<file path="src/rtl/hs_reader.sv">
// Consumer side of the writer's four-phase req/ack handshake. Captured words go
// through a small FIFO and leave on a valid/ready port; a wrapping counter tallies captures.
module hs_reader #(
  parameter  int DEPTH = 4,
  localparam int AW    = $clog2(DEPTH)
) (
  input  logic          clk,
  input  logic          reset,
  input  logic [7:0]    q,
  input  logic          req,
  output logic          ack,
  output logic [7:0]    dout,
  output logic          dvalid,
  input  logic          dready,
  output logic [AW:0]   level,
  output logic [15:0]   count
);
  typedef enum logic [1:0] {R_IDLE, R_ACK, R_CAPT, R_REL} state_t;

  localparam logic [AW:0] LVL_FULL = (AW+1)'(DEPTH);

  state_t        r_state;
  logic          r_ack;
  logic [7:0]    r_mem [DEPTH];
  logic [AW-1:0] r_wptr, r_rptr;
  logic [AW:0]   r_level;
  logic [15:0]   r_count;

  logic w_push, w_pop, w_nempty;

  assign w_nempty = (r_level != '0);
  assign w_push   = (r_state == R_CAPT);
  assign w_pop    = w_nempty && dready;

  // Space is only checked before acking; one word in flight means the push never overflows.
  always_ff @(posedge clk or posedge reset) begin
    if (reset) begin
      r_state <= R_IDLE;
      r_ack   <= 1'b0;
    end else begin
      case (r_state)
        R_IDLE: if (req && (r_level < LVL_FULL)) begin
          r_state <= R_ACK;
          r_ack   <= 1'b1;
        end
        R_ACK:  r_state <= R_CAPT;
        R_CAPT: r_state <= R_REL;
        R_REL:  if (!req) begin
          r_state <= R_IDLE;
          r_ack   <= 1'b0;
        end
        default: begin
          r_state <= R_IDLE;
          r_ack   <= 1'b0;
        end
      endcase
    end
  end

  always_ff @(posedge clk or posedge reset) begin
    if (reset) begin
      r_wptr  <= '0;
      r_rptr  <= '0;
      r_level <= '0;
      r_count <= '0;
    end else begin
      if (w_push) begin
        r_wptr  <= r_wptr + 1'b1;
        r_count <= r_count + 16'd1;
      end
      if (w_pop) r_rptr <= r_rptr + 1'b1;
      case ({w_push, w_pop})
        2'b10:   r_level <= r_level + 1'b1;
        2'b01:   r_level <= r_level - 1'b1;
        default: r_level <= r_level;
      endcase
    end
  end

  // Storage needs no reset: the head is masked to zero while empty.
  always_ff @(posedge clk) begin
    if (w_push) r_mem[r_wptr] <= q;
  end

  assign ack    = r_ack;
  assign dvalid = w_nempty;
  assign dout   = w_nempty ? r_mem[r_rptr] : 8'h00;
  assign level  = r_level;
  assign count  = r_count;
endmodule

</file>
<file path="config.mk">
export PLATFORM = sky130hd
export DESIGN_NAME = hs_reader
export DESIGN_NICKNAME = d
export VERILOG_FILES = /design/src/rtl/hs_reader.sv
export SDC_FILE = /design/constraint.sdc
export NUM_CORES = 1
export LEC_CHECK = 0
export ABC_CLOCK_PERIOD_IN_PS = 2300
export CAP_MARGIN = 20
export CORE_UTILIZATION = 40
export CTS_CLUSTER_SIZE = 24
export DETAILED_ROUTE_END_ITERATION = 12
export DONT_BUFFER_PORTS = 1
export GPL_TIMING_DRIVEN = 0
export PLACE_DENSITY = 0.6
export SYNTH_ARGS = -nofsm -noshare
export SYNTH_HDL_FRONTEND = slang
export SYNTH_SLANG_ARGS = --single-unit
</file>
<file path="constraint.sdc">
create_clock -name clk -period 2.3 [get_ports clk]
set_clock_uncertainty 0.2 [all_clocks]
set_input_delay 0.115 -clock clk [delete_from_list [all_inputs] [get_ports clk]]
set_output_delay 0.115 -clock clk [all_outputs]
set_load 0.01 [all_outputs]
</file>
==> flow_metrics.tcl, run 1 <==
set metrics [dict create \
    final_common_cell "edfxtp_1" \
    std_cell_rows 28 \
    cts_tree "done" \
    dpl_cell_area_sq_mm 0.00266 \
    die_h_um 82.1 \
    wl_per_cell_um 16.9 \
    core_sq_mm 0.00606 \
    grt_overflow_total 0 \
    p_seq_share_pct 44.4 \
    io_pins 41 \
    start_util_pct 42.3 \
    syn-cell-area_sq_mm 0.00256 \
    critPathArrivalTime_ps 2170 \
    die_w_um 82.1 \
    synth.avg_cell_area_sq_um 15.4 \
    stdcell_count 269 \
    leakagePower_uw 0.00119 \
    finalHoldViolCount 0 \
    hpwl_um 3130 \
    first_global_vias 1511 \
    ant_nets 0 \
    fmax_ghz 0.464 \
    p_per_area_mw_per_mm2 1220 \
    yosys_warnings 0 \
    critPathCaptureType "register" \
    fin_area_sq_mm 0.00300 \
    syn_nets 189 \
    cts_made_buffers 9 \
    grtUsageTotal_pct 15.5 \
    timing.final.crit_share_pct 93.7 \
    antenna_found_initial 0 \
    crit_type "register to register" \
    gp_congestion 0.750 \
    period_minus_slack_ps 2160 \
    num_vias 1398 \
    grt_max_degree 27 \
    post-cts-setup-buffer-count 0 \
    cts_root_buffer "clkbuf_8" \
    intPower_uw 2400 \
    drc 0 \
    drv_cap 0 \
    critPathMaxFanout 3 \
    routed_wl_um 4540 \
    port_buffers 0 \
    fill_cells 510 \
    drive_above_1_share_pct 19.6 \
    switchingPower_uw 1270 \
    final_cell_mix "edfxtp_1, dfrtp_1, xor2_1" \
    drtIter0Drc 76 \
    dp_cells 241 \
    syn_inst 166 \
    hold_path_class "input port to register" \
    run_status "complete, no violations" \
    ys_ff_latch 58 \
    num_antenna_cells 0 \
    combPwrFrac_pct 31.7 \
    pwr-share-clk_pct 23.9 \
    clk_latency_ps 330 \
    dieArea_sq_mm 0.00673 \
    maxSlewViolCount 0 \
    critical_path_required_ps 2310 \
    regToRegSetupSlack_ps 140 \
    cts.sinks 58 \
    nNetsFinal 212 \
    first_pass_iters 4 \
    relSlewSlack_pct 64.2 \
    yosysUniqueCellTypes 27 \
    cts_buffer_depth 2 \
    area_growth_pct 17.1 \
    finalSetupViolCount 0 \
    clk_pin_slew_ps 60 \
    grt_pass1_wl_um 7310 \
    viasPerCell 5.20 \
    start_kind "register" \
    swShare_pct 34.6 \
    worst_pin_slew_ps 537 \
    yosysSeqAreaShare_pct 62.9 \
    h-tree-depth 3 \
    peakVddDrop_mv 0.461 \
]
power by group through the flow:
stage | clock network [uW] | registers [uW] | logic, uW
6_report | 875 | 1630 | 1160
5_1_grt | 946 | 1670 | 1320
4_1_cts | 894 | 1630 | 1170
3_5_place_dp | 0 | 1650 | 1130
3_3_place_gp | 0 | 1620 | 1060
2_1_floorplan | 0 | 1580 | 921
cell type report:
type / count / area [sq um] / area share, %
Clock buffer: 10 / 128 / 4.25
Timing Repair Buffer: 13 / 148 / 4.92
Buffer: 3 / 12.5 / 0.417
Clock inverter: 6 / 57.6 / 1.92
Sequential cell: 58 / 1610 / 53.7
Tap cell: 75 / 93.8 / 3.13
Inverter: 12 / 45.0 / 1.50
Multi-Input combinational cell: 92 / 906 / 30.2
path summary, 6_finish.rpt:
kind,from,endpoint,cells past startpoint
worst max-delay path,level[1],level[2],8
worst min-delay path,q[5],r_mem[2][5],1
worst max register to register,level[1],level[2],8
worst min register to register,count[15],count[15],1
max in group asynchronous,reset,level[0],4
min in group asynchronous,reset,r_state[0],3
what timing repair did:
action,CTS,global route
hold buffers,11,1
endpoints found under the setup margin,18,1
hold endpoints to repair,63,1
pin swaps,0,2
gates resized for setup,3,4
registers in the layout, summed over array words and instances (netlist names):
name	flops
r_wptr	2
r_mem	32
ack	1
r_rptr	2
count	16
level	3
r_state	2
synthesized netlist by cell type (all sizes together):
library cell	instances	area, sq um
ha	10	125
o21bai	1	7.51
clkbuf	3	11.3
xor2	14	123
nor3	4	20.0
mux4	8	180
or3	1	6.26
mux2	2	22.5
buf	1	5.00
nand3	2	10.0
mux2i	2	20.0
nor2	3	11.3
and2	13	81.3
a22oi	1	7.51
edfxtp	32	961
nor4	6	75.1
dfrtp	26	651
inv	12	45.0
xnor2	7	61.3
fa	1	20.0
nand2b	2	12.5
nand4	7	71.3
o21ai	1	5.00
a22o	1	8.76
nand2	6	22.5
worst max-delay path, cell delays in order, from the launching register on:
cell and delay (ps):
dfrtp_1 430, or3_1 420, and2_4 190, ha_1 210
inv_1 70, fa_1 170, xor2_1 140, nor2_1 70
xor2_1 130
cells by family (layout without fill, tap and decap cells):
| family | count (synthesis) | after routing | synth area share (%) |
|---|---|---|---|
| DFF | 58 | 58 | 62.9 |
| and+or+nand+nor | 44 | 44 | 12.1 |
| muxes | 12 | 12 | 8.69 |
| AOI/OAI and AO/OA | 4 | 4 | 1.12 |
| buffers and inverters | 16 | 44 | 2.39 |
| adders and majority gates | 11 | 11 | 5.66 |
| xor gates and xnor gates | 21 | 21 | 7.17 |
stage by stage:
stage | TNS (ps) | utilization, % | power [uW] | worst slack [ps] | hold WS, ps
2_1_floorplan | 0 | - | 2500 | 95.9 | -45.0
3_3_place_gp | -102 | 43.8 | 2690 | -66.8 | 14.0
3_5_place_dp | -239 | 43.8 | 2780 | -132 | 14.0
4_1_cts | 0 | 48.8 | 3690 | 53.4 | 281
5_1_grt | -13.5 | 49.5 | 3930 | -13.5 | 296
6_report | 0 | 49.5 | 3670 | 145 | 291
routing by layer:
metal  routed length (um)  global-route usage, %  vias to the layer above
met5                    0                      0                        -
met4                   54                   6.84                        0
met3                  309                   6.67                        6
met2                 2300                   24.2                       43
met1                 1870                   18.7                      708
li1                     -                      -                      641
Power figures use the tool's default switching activity.
==> run 2, diff against run 1 <==
--- a/config.mk
+++ b/config.mk
@@ -5,6 +5,7 @@
 export SDC_FILE = /design/constraint.sdc
 export NUM_CORES = 1
 export LEC_CHECK = 0
+export ABC_AREA = 1
 export ABC_CLOCK_PERIOD_IN_PS = 2300
 export CAP_MARGIN = 20
 export CORE_UTILIZATION = 40
==> flow_metrics.tcl, run 2 <==
set metrics [dict create \
    run_status "finished with violations" \
    violations "hold timing" \
    synth_edf_count 32 \
    routed_wl_um 4920 \
    die_h_um 83.5 \
    rsz0062_at_grt "no" \
    syn_nets 275 \
    wl_met1_um 2280 \
    drive_above_1_share_pct 11.4 \
    std_cell_rows 29 \
    area_growth_pct 17.7 \
    finalSetupTns_ps 0 \
    clk_pin_slew_ps 70 \
    p_per_area_mw_per_mm2 1270 \
    critPathMaxFanout 14 \
    hpwl_um 3200 \
    synth-simple-area-share_pct 17.3 \
    drc 0 \
    synth_largest_area_cell "edfxtp_1" \
    final_cell_mix "nor2_1, nand2_1, edfxtp_1" \
    grt_pass1_wl_um 8340 \
    ys_top_cells_by_area "edfxtp_1, dfrtp_1, nor2_1" \
    cp_slowest_cell "dfrtp_1" \
    start_kind "register" \
    grt_overflow_total 0 \
    start_util_pct 41.6 \
    first_pass_iters 4 \
    dieArea_sq_mm 0.00697 \
    timing.final.crit_share_pct 92.7 \
    wl_met3_um 174 \
    stdcell_count 357 \
    finalSetupViolCount 0 \
    largest_register_ffs 32 \
    critPathCaptureType "register" \
    yosysUniqueCellTypes 25 \
    yosys_warnings 0 \
    fmax_ghz 0.469 \
    top_layer "met4" \
    synth_top_family_by_area "simple AND/OR/NAND/NOR gates" \
    nNetsFinal 298 \
    path_buf_inv 3 \
    peakVddDrop_mv 0.650 \
    ant_nets 0 \
    critPathArrivalTime_ps 2140 \
    multi_input_area_sq_um 901 \
    power.total_uw 3970 \
    drtIter0Drc 50 \
    whs_ps -4.07 \
    antenna_found_initial 0 \
    critical-path-max-stage-delay_ps 370 \
    synth.avg_cell_area_sq_um 10.5 \
    clk_latency_ps 330 \
    period_minus_slack_ps 2130 \
    swShare_pct 36.3 \
    crit_family "adder cells" \
    syn_inst 252 \
    cts_buffer_depth 2 \
    cts.sinks 58 \
    die_w_um 83.5 \
    gp_congestion 0.753 \
    num_antenna_cells 0 \
    synth-compound-area-share_pct 6.45 \
    setup_ws_ps 167 \
    leakagePower_uw 0.00134 \
    ys_ff_latch 58 \
    core_sq_mm 0.00639 \
    io_pins 41 \
    synthXorXnorAreaFrac_pct 4.61 \
    netlist_top_cells_count "nor2_1, nand2_1, edfxtp_1" \
    intPower_uw 2530 \
    num_vias 1722 \
    grt_max_degree 27 \
    regArea_sq_mm 0.00161 \
    worstPathCellList "inv_1 > ha_2 > inv_1 > ha_1 > inv_1 > fa_1 > a21oi_1 > o21ai_0 > xor2_1" \
    fill_cells 606 \
    routed-wl-met2_um 2350 \
    worst_pin_slew_ps 481 \
    cpMostUsedCell "inv_1" \
    port_buffers 0 \
    final_common_cell "nor2_1" \
    viasPerCell 4.82 \
    yosysSeqAreaShare_pct 60.6 \
    syn-cell-area_sq_mm 0.00266 \
    pwr-share-clk_pct 27.7 \
    dp_cells 329 \
    maxSlewViolCount 0 \
    synth_top_area_share_pct 36.2 \
    synthArstFlopShare_pct 44.8 \
    hold_path_class "input port to asynchronous set/reset pin" \
    wl_per_cell_um 13.8 \
    crit_type "register to register" \
    switchingPower_uw 1440 \
    muxShareOfSynthArea_pct 0 \
    synthAdderAreaFrac_pct 5.46 \
    p_seq_share_pct 40.6 \
    cts_made_buffers 9 \
    grtUsageTotal_pct 15.8 \
    combPwrFrac_pct 31.7 \
    cts_root_buffer "clkbuf_8" \
    relSlewSlack_pct 67.6 \
    regMostFlops "r_mem" \
    synth.most_common_cell "nor2_1" \
    critical_path_required_ps 2310 \
    drv_cap 0 \
    cts_tree "done" \
    first_global_vias 1756 \
    dp_worst_setup_slack_ps 7.40 \
    synth_ff_type "edfxtp_1" \
    h-tree-depth 3 \
    finalHoldViolCount 6 \
]
[run 2: cell types whose count changed in the layout (fill, tap and decap cells not counted), moves of 5 or more]
| cell | before | now |
|---|---|---|
| nor2_1 | 3 | 38 |
| inv_1 | 11 | 29 |
| nor4_2 | 6 | 0 |
| o21ai_0 | 1 | 23 |
| and2_1 | 12 | 0 |
| mux4_2 | 8 | 0 |
| a21oi_1 | 0 | 10 |
| nand2_1 | 6 | 37 |
| xnor2_1 | 7 | 2 |
[run 2: routing by layer]
| metal | track usage [%] | up-vias |
|---|---|---|
| met5 | 0 | - |
| met1 | 19.8 | 815 |
| met4 | 10.8 | 0 |
| li1 | - | 863 |
| met3 | 3.56 | 12 |
| met2 | 24.4 | 32 |
[run 2: final timing paths]
path	from	endpoint	slack [ps]	cells after the start
max	r_state[0]	level[2]	170	9
min	reset	ack	-4	2
max reg2reg	r_state[0]	level[2]	170	9
min reg2reg	r_state[0]	r_state[0]	330	2
max in group asynchronous	reset	count[11]	1470	3
min in group clk	req	r_state[0]	40	4
[run 2: layout make-up]
cell class,instances,area share [%]
Inverter,31,3.72
Sequential cell,58,51.5
Clock inverter,6,3.36
Buffer,4,0.840
Multi-Input combinational cell,158,28.8
Tap cell,77,3.08
Timing Repair Buffer,13,4.64
Clock buffer,10,4.08
[run 2: power groups by stage]
stage	clock network (uW)	logic [uW]	registers (uW)
2_1_floorplan	0	967	1590
3_3_place_gp	0	1200	1630
3_5_place_dp	0	1230	1640
4_1_cts	1130	1250	1620
5_1_grt	1160	1450	1650
6_report	1100	1260	1610
[run 2: repair_timing]
| action | CTS | global route |
|---|---|---|
| setup endpoints to repair | 1 | 4 |
| resized for setup | 0 | 1 |
| hold endpoints to repair | 61 | 0 |
| gates cloned | 0 | 0 |
| hold buffers | 11 | 0 |
| pin swaps | 0 | 1 |
| setup buffers | 0 | 1 |
[run 2: metrics by stage]
step / area (sq um) / util [%]
floorplan: 2660 / -
global placement: 2750 / 43.1
detailed placement: 2750 / 43.1
CTS: 3090 / 48.4
global route: 3130 / 49.0
finish: 3130 / 49.0
[run 2: worst register-to-register path, cell delays in order (launching register included)]
cell     delay [ps]
dfrtp_1         370
inv_1            90
ha_2            280
inv_1           100
ha_1            140
inv_1            60
fa_1            370
a21oi_1         140
o21ai_0         110
xor2_1          150
[run 2: logic make-up after synthesis]
logic type | count (synthesis)
adder cells (fa/ha/maj) | 11
XOR/XNOR | 14
AO/OA/AOI/OAI | 34
flip-flops | 58
AND/OR/NAND/NOR | 99
buffers and inverters | 36
==> run 3, diff against run 2 <==
--- a/config.mk
+++ b/config.mk
@@ -8,12 +8,12 @@
 export ABC_AREA = 1
 export ABC_CLOCK_PERIOD_IN_PS = 2300
 export CAP_MARGIN = 20
-export CORE_UTILIZATION = 40
+export CORE_UTILIZATION = 55
 export CTS_CLUSTER_SIZE = 24
 export DETAILED_ROUTE_END_ITERATION = 12
 export DONT_BUFFER_PORTS = 1
 export GPL_TIMING_DRIVEN = 0
-export PLACE_DENSITY = 0.6
+export PLACE_DENSITY = 0.77
 export SYNTH_ARGS = -nofsm -noshare
 export SYNTH_HDL_FRONTEND = slang
 export SYNTH_SLANG_ARGS = --single-unit
==> flow_metrics.tcl, run 3 (synthesis results as in run 2) <==
set metrics [dict create \
    clk_latency_ps 340 \
    wl_per_cell_um 14.9 \
    drtIter0Drc 81 \
    crit_path_start "r_state[0]" \
    pwr-share-clk_pct 25.6 \
    drc 0 \
    critPathMaxFanout 14 \
    timing.final.crit_share_pct 92.5 \
    std_cell_rows 24 \
    first_pass_iters 4 \
    p_seq_share_pct 41.8 \
    viasPerCell 5.34 \
    nNetsFinal 298 \
    critPathCaptureType "register" \
    finalSetupViolCount 0 \
    first_global_vias 1782 \
    largest_register_ffs 32 \
    relSlewSlack_pct 65.5 \
    fill_cells 348 \
    grtUsageTotal_pct 22.7 \
    final_cell_mix "nor2_1, nand2_1, edfxtp_1" \
    critPathArrivalTime_ps 2150 \
    drive_above_1_share_pct 11.1 \
    r2r_start "r_state[0]" \
    die_w_um 71.5 \
    area_growth_pct 16.1 \
    grt_max_degree 27 \
    combPwrFrac_pct 32.6 \
    grt_overflow_total 0 \
    clk_pin_slew_ps 60 \
    num_vias 1773 \
    port_buffers 0 \
    io_pins 41 \
    cts.sinks 58 \
    hpwl_um 3170 \
    dieArea_sq_mm 0.00511 \
    critical_path_required_ps 2320 \
    run_status "complete, no violations" \
    fin_util_pct 68.5 \
    cts_buffer_depth 2 \
    num_antenna_cells 0 \
    finalHoldViolCount 0 \
    period_minus_slack_ps 2130 \
    switchingPower_uw 1460 \
    rsz0062_at_grt "no" \
    drv_cap 0 \
    peakVddDrop_mv 0.759 \
    routed_wl_um 4950 \
    ant_nets 0 \
    hold_path_class "input port to asynchronous set/reset pin" \
    multi_input_area_sq_um 911 \
    antenna_found_initial 0 \
    cts_made_buffers 9 \
    start_kind "register" \
    final_common_cell "nor2_1" \
    crit_type "register to register" \
    h-tree-depth 3 \
    swShare_pct 37.6 \
    grt_pass1_wl_um 8310 \
    gp_congestion 0.785 \
    leakagePower_uw 0.00133 \
    regArea_sq_mm 0.00161 \
    cts_root_buffer "clkbuf_8" \
    intPower_uw 2430 \
    core_sq_mm 0.00450 \
    finalSetupTns_ps 0 \
    start_util_pct 59.0 \
    die_h_um 71.5 \
    cts_tree "done" \
    p_per_area_mw_per_mm2 1260 \
    maxSlewViolCount 0 \
    regMostFlops "r_mem" \
    fmax_ghz 0.470 \
    worst_pin_slew_ps 513 \
]
run 3: changes by cell type in the layout (fill, tap and decap cells not counted), sizes merged:
cell / delta
bufinv: -1
clkinvlp: +1
run 3: through the flow:
stage	cell area [sq um]	power, uW	hold slack, ps	instances	worst slack (ps)
floorplan	2660	2560	-45.0	252	157
global placement	2720	2800	14.0	304	34.3
detailed placement	2720	2860	14.0	304	9.70
CTS	3050	3890	19.5	331	92.0
global route	3080	4190	63.3	332	23.9
finish	3080	3890	25.1	332	173
run 3: final cells by class:
class / instances / area share, %
plain buffers: 4 / 0.852
clock buffers: 10 / 4.14
clock inverters: 6 / 2.64
inverters: 31 / 3.77
multi-input cells: 158 / 29.5
flip-flops and latches: 58 / 52.3
well taps: 52 / 2.11
repair buffers: 13 / 4.71
run 3: power groups by stage:
stage | Combinational, uW | Clock [uW] | Sequential (uW)
finish | 1270 | 997 | 1620
global route | 1470 | 1060 | 1660
CTS | 1260 | 1010 | 1620
detailed placement | 1220 | 0 | 1640
global placement | 1180 | 0 | 1630
floorplan | 967 | 0 | 1590
run 3: per-layer routing:
layer	vias up	global-route usage (%)	routed length, um
met4	0	12.2	107
li1	871	-	-
met1	841	28.0	2190
met2	52	35.1	2350
met5	-	0	0
met3	9	8.16	308
run 3: repair_timing:
action                     CTS  global route
hold endpoints to repair    61             0
setup endpoints to repair    2             1
gates resized for setup      1             1
hold buffers                11             0
setup buffers                1             0
pin swaps                    1             0
run 3: path summary, 6_finish.rpt:
path	to	slack (ps)	cells past startpoint
max	level[2]	170	9
min	count[8]	30	2
max reg2reg	level[2]	170	9
min reg2reg	r_state[0]	320	2
max in group asynchronous	r_state[0]	1430	3
min in group clk	r_state[0]	30	4
run 3: worst max-delay path: stages, from the launching register on:
cell and delay [ps]:
dfrtp_1 370, inv_1 110, ha_4 230, inv_1 90, ha_1 150, inv_1 70
fa_1 370, a21oi_1 150, o21ai_0 110, xor2_1 150
